## src/rtl/eth_rx_fcs_check.sv

```systemverilog
`default_nettype none
// +--------------------------------------------------------------------------+
// | eth_rx_fcs_check : 32-bit receive FCS checker, optional FCS strip        |
// |   (define ETH_RX_FCS_STRIP_EN to remove the 4 FCS bytes from the stream) |
// | Revision 1.0                                                             |
// +--------------------------------------------------------------------------+
module eth_rx_fcs_check (
   input  logic        clk,
   input  logic        rst,
   input  logic [31:0] in_data,
   input  logic [3:0]  in_keep,
   input  logic        in_valid,
   input  logic        in_last,
   output logic [31:0] out_data,
   output logic [3:0]  out_keep,
   output logic        out_valid,
   output logic        out_last,
   output logic        out_error,
   output logic        stat_frame_good,
   output logic        stat_frame_bad
);

   localparam logic [31:0] C_CRC_INIT    = 32'hFFFF_FFFF;
   localparam logic [31:0] C_CRC_RESIDUE = 32'hDEBB_20E3;
   localparam logic [31:0] C_CRC_POLY_RF = 32'hEDB8_8320;

   function automatic logic [31:0] crc_byte(input logic [31:0] crc, input logic [7:0] b);
      logic [31:0] c;
      c = crc ^ {24'd0, b};
      for (int i = 0; i < 8; i++)
         c = c[0] ? ((c >> 1) ^ C_CRC_POLY_RF) : (c >> 1);
      return c;
   endfunction

   logic [31:0] r_crc;
   logic [31:0] w_crc_next;
   logic        w_good;

   logic [31:0] w_nx_data;
   logic [3:0]  w_nx_keep;
   logic        w_nx_valid;
   logic        w_nx_last;
   logic        w_nx_error;
   logic        w_nx_good;
   logic        w_nx_bad;

   // in_keep is contiguous from bit 0, so a per-byte enable keeps wire order
   always_comb begin
      w_crc_next = r_crc;
      for (int n = 0; n < 4; n++)
         if (in_keep[n])
            w_crc_next = crc_byte(w_crc_next, in_data[8*n +: 8]);
   end

   assign w_good = (w_crc_next == C_CRC_RESIDUE);

   always_ff @(posedge clk) begin
      if (!rst)
         r_crc <= C_CRC_INIT;
      else if (in_valid)
         r_crc <= in_last ? C_CRC_INIT : w_crc_next;
   end

`ifdef ETH_RX_FCS_STRIP_EN
   typedef enum logic [0:0] {
      ST_IDLE = 1'b0,
      ST_HOLD = 1'b1
   } state_t;

   state_t      r_state;
   state_t      w_state_next;
   logic [31:0] r_hold;
   logic        w_capture;

   function automatic logic [31:0] keep_mask(input logic [3:0] k);
      return {{8{k[3]}}, {8{k[2]}}, {8{k[1]}}, {8{k[0]}}};
   endfunction

   always_ff @(posedge clk) begin
      if (!rst) begin
         r_state <= ST_IDLE;
         r_hold  <= '0;
      end else begin
         r_state <= w_state_next;
         if (w_capture)
            r_hold <= in_data;
      end
   end

   // One word is always held back so the trailing FCS word can be dropped
   always_comb begin
      w_state_next = r_state;
      w_capture    = 1'b0;
      w_nx_valid   = 1'b0;
      w_nx_data    = '0;
      w_nx_keep    = '0;
      w_nx_last    = 1'b0;
      w_nx_error   = 1'b0;
      w_nx_good    = 1'b0;
      w_nx_bad     = 1'b0;
      if (in_valid) begin
         case (r_state)
            ST_IDLE: begin
               if (in_last) begin
                  w_nx_bad = 1'b1;
               end else begin
                  w_capture    = 1'b1;
                  w_state_next = ST_HOLD;
               end
            end
            ST_HOLD: begin
               w_nx_valid = 1'b1;
               if (!in_last) begin
                  w_nx_data = r_hold;
                  w_nx_keep = 4'b1111;
                  w_capture = 1'b1;
               end else begin
                  w_nx_data    = r_hold & keep_mask(in_keep);
                  w_nx_keep    = in_keep;
                  w_nx_last    = 1'b1;
                  w_nx_error   = !w_good;
                  w_nx_good    = w_good;
                  w_nx_bad     = !w_good;
                  w_state_next = ST_IDLE;
               end
            end
            default: w_state_next = ST_IDLE;
         endcase
      end
   end
`else
   always_comb begin
      w_nx_valid = 1'b0;
      w_nx_data  = '0;
      w_nx_keep  = '0;
      w_nx_last  = 1'b0;
      w_nx_error = 1'b0;
      w_nx_good  = 1'b0;
      w_nx_bad   = 1'b0;
      if (in_valid) begin
         w_nx_valid = 1'b1;
         w_nx_data  = in_data;
         w_nx_keep  = in_keep;
         w_nx_last  = in_last;
         w_nx_error = in_last & !w_good;
         w_nx_good  = in_last & w_good;
         w_nx_bad   = in_last & !w_good;
      end
   end
`endif

   always_ff @(posedge clk) begin
      if (!rst) begin
         out_valid       <= 1'b0;
         out_data        <= '0;
         out_keep        <= '0;
         out_last        <= 1'b0;
         out_error       <= 1'b0;
         stat_frame_good <= 1'b0;
         stat_frame_bad  <= 1'b0;
      end else begin
         out_valid       <= w_nx_valid;
         out_data        <= w_nx_data;
         out_keep        <= w_nx_keep;
         out_last        <= w_nx_last;
         out_error       <= w_nx_error;
         stat_frame_good <= w_nx_good;
         stat_frame_bad  <= w_nx_bad;
      end
   end

endmodule
`default_nettype wire

```

## config.mk

```make
export PLATFORM = sky130hd
export DESIGN_NAME = eth_rx_fcs_check
export DESIGN_NICKNAME = d
export VERILOG_FILES = /design/src/rtl/eth_rx_fcs_check.sv
export SDC_FILE = /design/constraint.sdc
export NUM_CORES = 1
export LEC_CHECK = 0
export ABC_AREA = 0
export CAP_MARGIN = 20
export CORE_UTILIZATION = 50
export DETAILED_ROUTE_END_ITERATION = 12
export GPL_ROUTABILITY_DRIVEN = 0
export MAX_ROUTING_LAYER = met4
export PLACE_DENSITY = 0.8
export SLEW_MARGIN = 20
export SYNTH_ARGS = -nofsm -noshare
export SYNTH_HDL_FRONTEND = slang
export SYNTH_SLANG_ARGS = --single-unit
export TNS_END_PERCENT = 20
```

## constraint.sdc

```tcl
create_clock -name clk -period 9.65 [get_ports clk]
set_input_delay 2.895 -clock clk [delete_from_list [all_inputs] [get_ports clk]]
set_output_delay 2.895 -clock clk [all_outputs]
set_load 0.05 [all_outputs]
```

======== After elaboration in Yosys (flattened, before gate mapping) ========
Cells that the tools add are included.
storage, ports and cells
  output and inout bits ................... 41
  flip-flop bits (word level) ............. 72
  word-level logic and storage cells ...... 86
cells by class
  bitwise logic cells ..................... 38
  reductions and logical operators ........ 2
  mux-type cells .......................... 38
  equality and inequality tests ........... 1
operators by type and width
  operator              count
  $mux 32               37
  $not 13->14           32
  $xor 32x8->32         4
  $eq 32x32->1 const B  1
  $and 1x1->1           2
  $reduce_and 2->1      1
  $logic_not 1->1       1
  $mux 1                1

======== Depth between registers and ports, before layout ========
  depth after elaboration ................. 75
  gate-level depth with buffers ........... 21
  depth with buffers taken out ............ 17

======== Least setup slack after synthesis ========
No wires, ideal clock.
  path kind ............................... input-to-reg
  from .................................... input in_data[0]
  to ...................................... register out_error
  slack ................................... 1296 ps
  setup time .............................. 115 ps
  buffers on the path ..................... 0
  arrival ................................. 8239 ps
  stages .................................. 17
  cell sequence ........................... xnor2_2 > xnor2_4 > xnor3_1 > o21ai_4 > xor2_4 > xnor3_1 > o21ai_2 > xnor2_2 > xnor3_1 > mux2i_2 > xor2_2 > xnor3_1 > mux2i_1 > or4_1 > or4_1 > or4_1 > o21a_1
between the ends
  word-level cells in the longest chain between the ends .. 56
RTL lines
  what                     RTL line  text
  start, declared          10        input logic [31:0] in_data,
  $xor 32x8->32 *          29        c = crc ^ {24'd0, b};
  $mux 32 *                31        c = c[0] ? ((c >> 1) ^ C_CRC_POLY_RF) : (c >> 1);
  $not 13->14 (no line)    --
  $mux 32 *                31
  $not 13->14 (no line)    --
  $mux 32 * (2 in series)  31
  $not 13->14 (no line)    --
  $mux 32 *                31
  (+33 left out)           --
  $xor 32x8->32            29
  $mux 32 (2 in series)    31
  $not 13->14 (no line)    --
  $mux 32 (6 in series)    31
  $mux 32 *                51        if (in_keep[n])
  $eq 32x32->1 *           55        assign w_good = (w_crc_next == C_CRC_RESIDUE);
  $logic_not 1->1 *        145       w_nx_error = in_last & !w_good;
  $and 1x1->1 *            145
  end signal, assigned     166       out_error <= w_nx_error;
  end, declared            18        output logic out_error,
Every way passes the cells marked *; elsewhere a longest branch is shown, timed or not.
A chain may end at the register's enable or synchronous reset.

======== Final worst setup path ========
  from .................................... input in_data[6]
  to ...................................... register out_error
between the ends
  word-level cells in the longest chain between the ends .. 56
RTL lines
  what                                                     RTL line
  $xor 32x8->32 *                                          29
  $not 13->14 (no line)                                    --
  $mux 32 * (7 in series)                                  31
  $not 13->14 (no line)                                    --
  $mux 32 *                                                31
  $mux 32 *                                                51
  $xor 32x8->32                                            29
  $mux 32 / $not 13->14 (equally long branches)            --
  (+34 left out)                                           --
  $mux 32 / $not 13->14 (equally long branches)            --
  $mux 32                                                  31
  $not 13->14 (no line) / $mux 32 (equally long branches)  --
  $mux 32                                                  31
  $mux 32 *                                                51
  $eq 32x32->1 *                                           55
  $logic_not 1->1 *                                        145
  $and 1x1->1 *                                            145
Marks and branches as above.

==> metrics <==
# hold bufs at CTS 0; final worst-path cycle share 93.4%; FF-to-FF End out_error; top_reg_cell synth dfxtp_1; delay of the slowest cell on the worst path 510 ps; global-route wire length before repair 35.9 mm; maximum clock rate 0.111 GHz; cts bufs inserted 9; max-slew violations 0; Root Driver clkbuf_16; Syn Area/Cell 9.42 um^2; critical path depth 18; area grow syn2layout 16.2%; Worst Path Required 9920 ps; WL met2 10.3 mm; Setup Skew 7.09 ps; layout cells sized above 1 12.2%; grt total ovfl 0; 1st-pass router iterations 5; hold slack 538 ps; Die W 130 um; post-synthesis sequential area ratio 17.5%; CP endpoint kind register; Initial DRC Count 854; Syn Inst Count 872; Max Cap Viol 0; vias in the first global route 6212; status finished clean; DR top layer met4; nets@finish 979; r2r worst-path depth 17; post-CTS sizing 0; synth warn 0; initial antenna violation count 0; fin crit period 9010 ps; vias 6723; clk_lat worst skew 370 ps; Final Hold Fails 0; final number of setup-violating endpoints 0; Cell variety after synth 77; CP endpoint out_error; routed length on met3 2.29 mm; Worst Tran Pin Value 977 ps; met1 WL 9.72 mm; Clk pin slew, worst setup/hold paths 70 ps; worst-path cell chain clkdlybuf4s50_1 -> xnor2_2 -> xnor2_4 -> xnor3_1 -> o21ai_4 -> xor2_4 -> xnor3_1 -> o21ai_2 -> xnor2_2 -> xnor3_1 -> a21oi_2 -> xnor2_1 -> xnor3_1 -> a21oi_1 -> or4_1 -> or4_1 -> or4_1 -> o21a_1; fillers 1340; number of H-tree levels 3; async set-reset flop share out of synthesis 0%; flops & latches, synth 72; final core occ 59.9%; worst path bufs/invs 1; die area 16900 um^2; # DRC 0; cell area after synthesis 8220 um^2; FF-to-FF Start r_crc[0]; syn_nets 912; Vias/cell 5.80; Hold Startpoint r_crc[25]; routed length per instance 20.0 um; routed wire length 23.2 mm; Max Root-Sink Buffers 2; CP startpoint in_data[6]; CP Launch Type primary input; post-CTS setup buffer count 0; Worst Hold Class register to register; Crit Path Max Fanout 6; post-route ant nets 0; GRT Util Overall 29.7%; # diodes 0; Worst EP arrival 9270 ps; die height 130 um; Crit path max-delay family XOR/XNOR gates; I/O Buffers 80; Post-synth EDFFs 0; crit path kind primary input to register; Row Count 46; relative slew slack 34.8%; Starting Density 51.5%; setup repair after global routing missed its margin no; CORE AREA 15900 um^2; Worst R2R Setup Slack 3210 ps; TritonCTS clock tree yes; Final TNS setup 0 ps; clock sink count 72; pin count of the biggest net entering global routing 78; Ports 81; Most Frequent Cell on Critical Path xnor3_1; slowest CP cell clkdlybuf4s50_1; post-detail-place hpwl 18.1 mm
area by class of cell:
class	instances	area [um^2]	area share, %
Clock buffer	9	225	2.36
Inverter	5	18.8	0.197
Sequential cell	72	1440	15.1
Multi-Input combinational cell	743	6530	68.4
Tap cell	216	270	2.83
Timing Repair Buffer	108	993	10.4
Clock inverter	7	63.8	0.669
per-layer routing:
metal,GRT usage [%],vias to the layer above
li1,-,3157
met1,38.5,3146
met2,44.4,348
met3,6.68,72
met4,12.7,0
met5,-,-
synth_stat cells, types with 3 or more instances:
master	n	share of area [%]
buf_2	3	0.18
buf_4	3	0.27
o21a_1	4	0.37
mux2_2	8	1.1
a211oi_1	4	0.37
nor2b_1	7	0.53
buf_1	10	0.46
nor3_1	7	0.43
o21ai_0	28	1.7
or4_1	3	0.27
a21oi_4	3	0.59
nand2_1	77	3.5
xnor2_1	125	13
nand2b_1	6	0.46
nand3_1	8	0.49
xnor2_2	17	3.4
o21ai_1	3	0.18
inv_1	4	0.18
mux2i_1	45	5.5
nor2_1	69	3.2
xor3_1	11	3.2
xnor2_4	8	2.7
o22ai_1	25	1.9
a31oi_1	4	0.30
nand4_1	4	0.30
and3_1	38	2.9
mux2i_4	4	1.1
a21oi_1	55	3.4
nor3b_1	11	1.0
and2_1	5	0.38
a41o_1	3	0.37
dfxtp_1	72	18
xor2_1	62	6.6
clkbuf_1	34	1.6
xnor3_1	46	13
nand3b_1	3	0.27
xor2_2	4	0.79
worst register-to-register path: stages (launching register included):
cell and delay [ps]:
dfxtp_1 510, xor2_1 370, xnor3_1 320, mux2i_4 240, xnor2_2 270, xor3_1 610, xnor3_2 300, a21oi_4 340
xnor2_4 210, xnor3_1 490, a21oi_4 340, xnor2_2 180, xnor3_2 440, a21oi_1 90, or4_1 540, or4_1 460
or4_1 430, o21a_1 200
kinds of logic after synthesis:
group	Yosys count	share of synthesized area (%)
flops	72	17.5
buf+inv	57	2.97
compound gates	151	11.7
mux	59	8.03
simple gates	256	15.9
xor+xnor	277	43.8
worst min-delay path by stage:
| stage | to | slack (ps) | depth (start not counted) |
|---|---|---|---|
| final | r_crc[25] | 540 | 2 |
| after global routing | r_crc[25] | 570 | 2 |
| after CTS | r_crc[25] | 540 | 2 |
| after detailed placement | r_crc[25] | 520 | 2 |
| after global placement | r_crc[31] | 510 | 2 |
| after floorplan | r_crc[9] | 470 | 2 |
metrics by stage:
stage | instance area [um^2] | std cells | setup WS [ps]
floorplan | 8220 | 872 | 1300
detailed placement | 9250 | 1144 | 250
global route | 9540 | 1160 | 298
global placement | 9250 | 1144 | 346
finish | 9540 | 1160 | 641
CTS | 9540 | 1160 | 657
cell usage in the layout, fill, tap and decap left out, types with 4 or more instances in the layout:
master | synthesis | routed
a211oi_1 | 4 | 4
a21oi_1 | 55 | 55
a31oi_1 | 4 | 4
and2_1 | 5 | 5
and3_1 | 38 | 38
buf_2 | 3 | 6
buf_4 | 3 | 27
clkbuf_16 | 0 | 9
clkdlybuf4s50_1 | 0 | 74
dfxtp_1 | 72 | 72
inv_1 | 4 | 4
mux2_2 | 8 | 8
mux2i_1 | 45 | 45
mux2i_4 | 4 | 4
nand2_1 | 77 | 77
nand2b_1 | 6 | 6
nand3_1 | 8 | 8
nand4_1 | 4 | 4
nor2_1 | 69 | 69
nor2b_1 | 7 | 7
nor3_1 | 7 | 7
nor3b_1 | 11 | 11
o21a_1 | 4 | 4
o21ai_0 | 28 | 28
o22ai_1 | 25 | 25
xnor2_1 | 125 | 125
xnor2_2 | 17 | 17
xnor2_4 | 8 | 8
xnor3_1 | 46 | 46
xor2_1 | 62 | 62
xor2_2 | 4 | 4
xor3_1 | 11 | 11
state kept, by name, indices dropped and copies added, names as in the netlist:
| register | cells |
|---|---|
| out_data | 32 |
| out_error | 1 |
| out_keep | 4 |
| out_last | 1 |
| out_valid | 1 |
| r_crc | 32 |
| stat_frame_good | 1 |
Power is not shown: default switching activity piles up to over one toggle a cycle in this logic, so the estimate is an artifact.
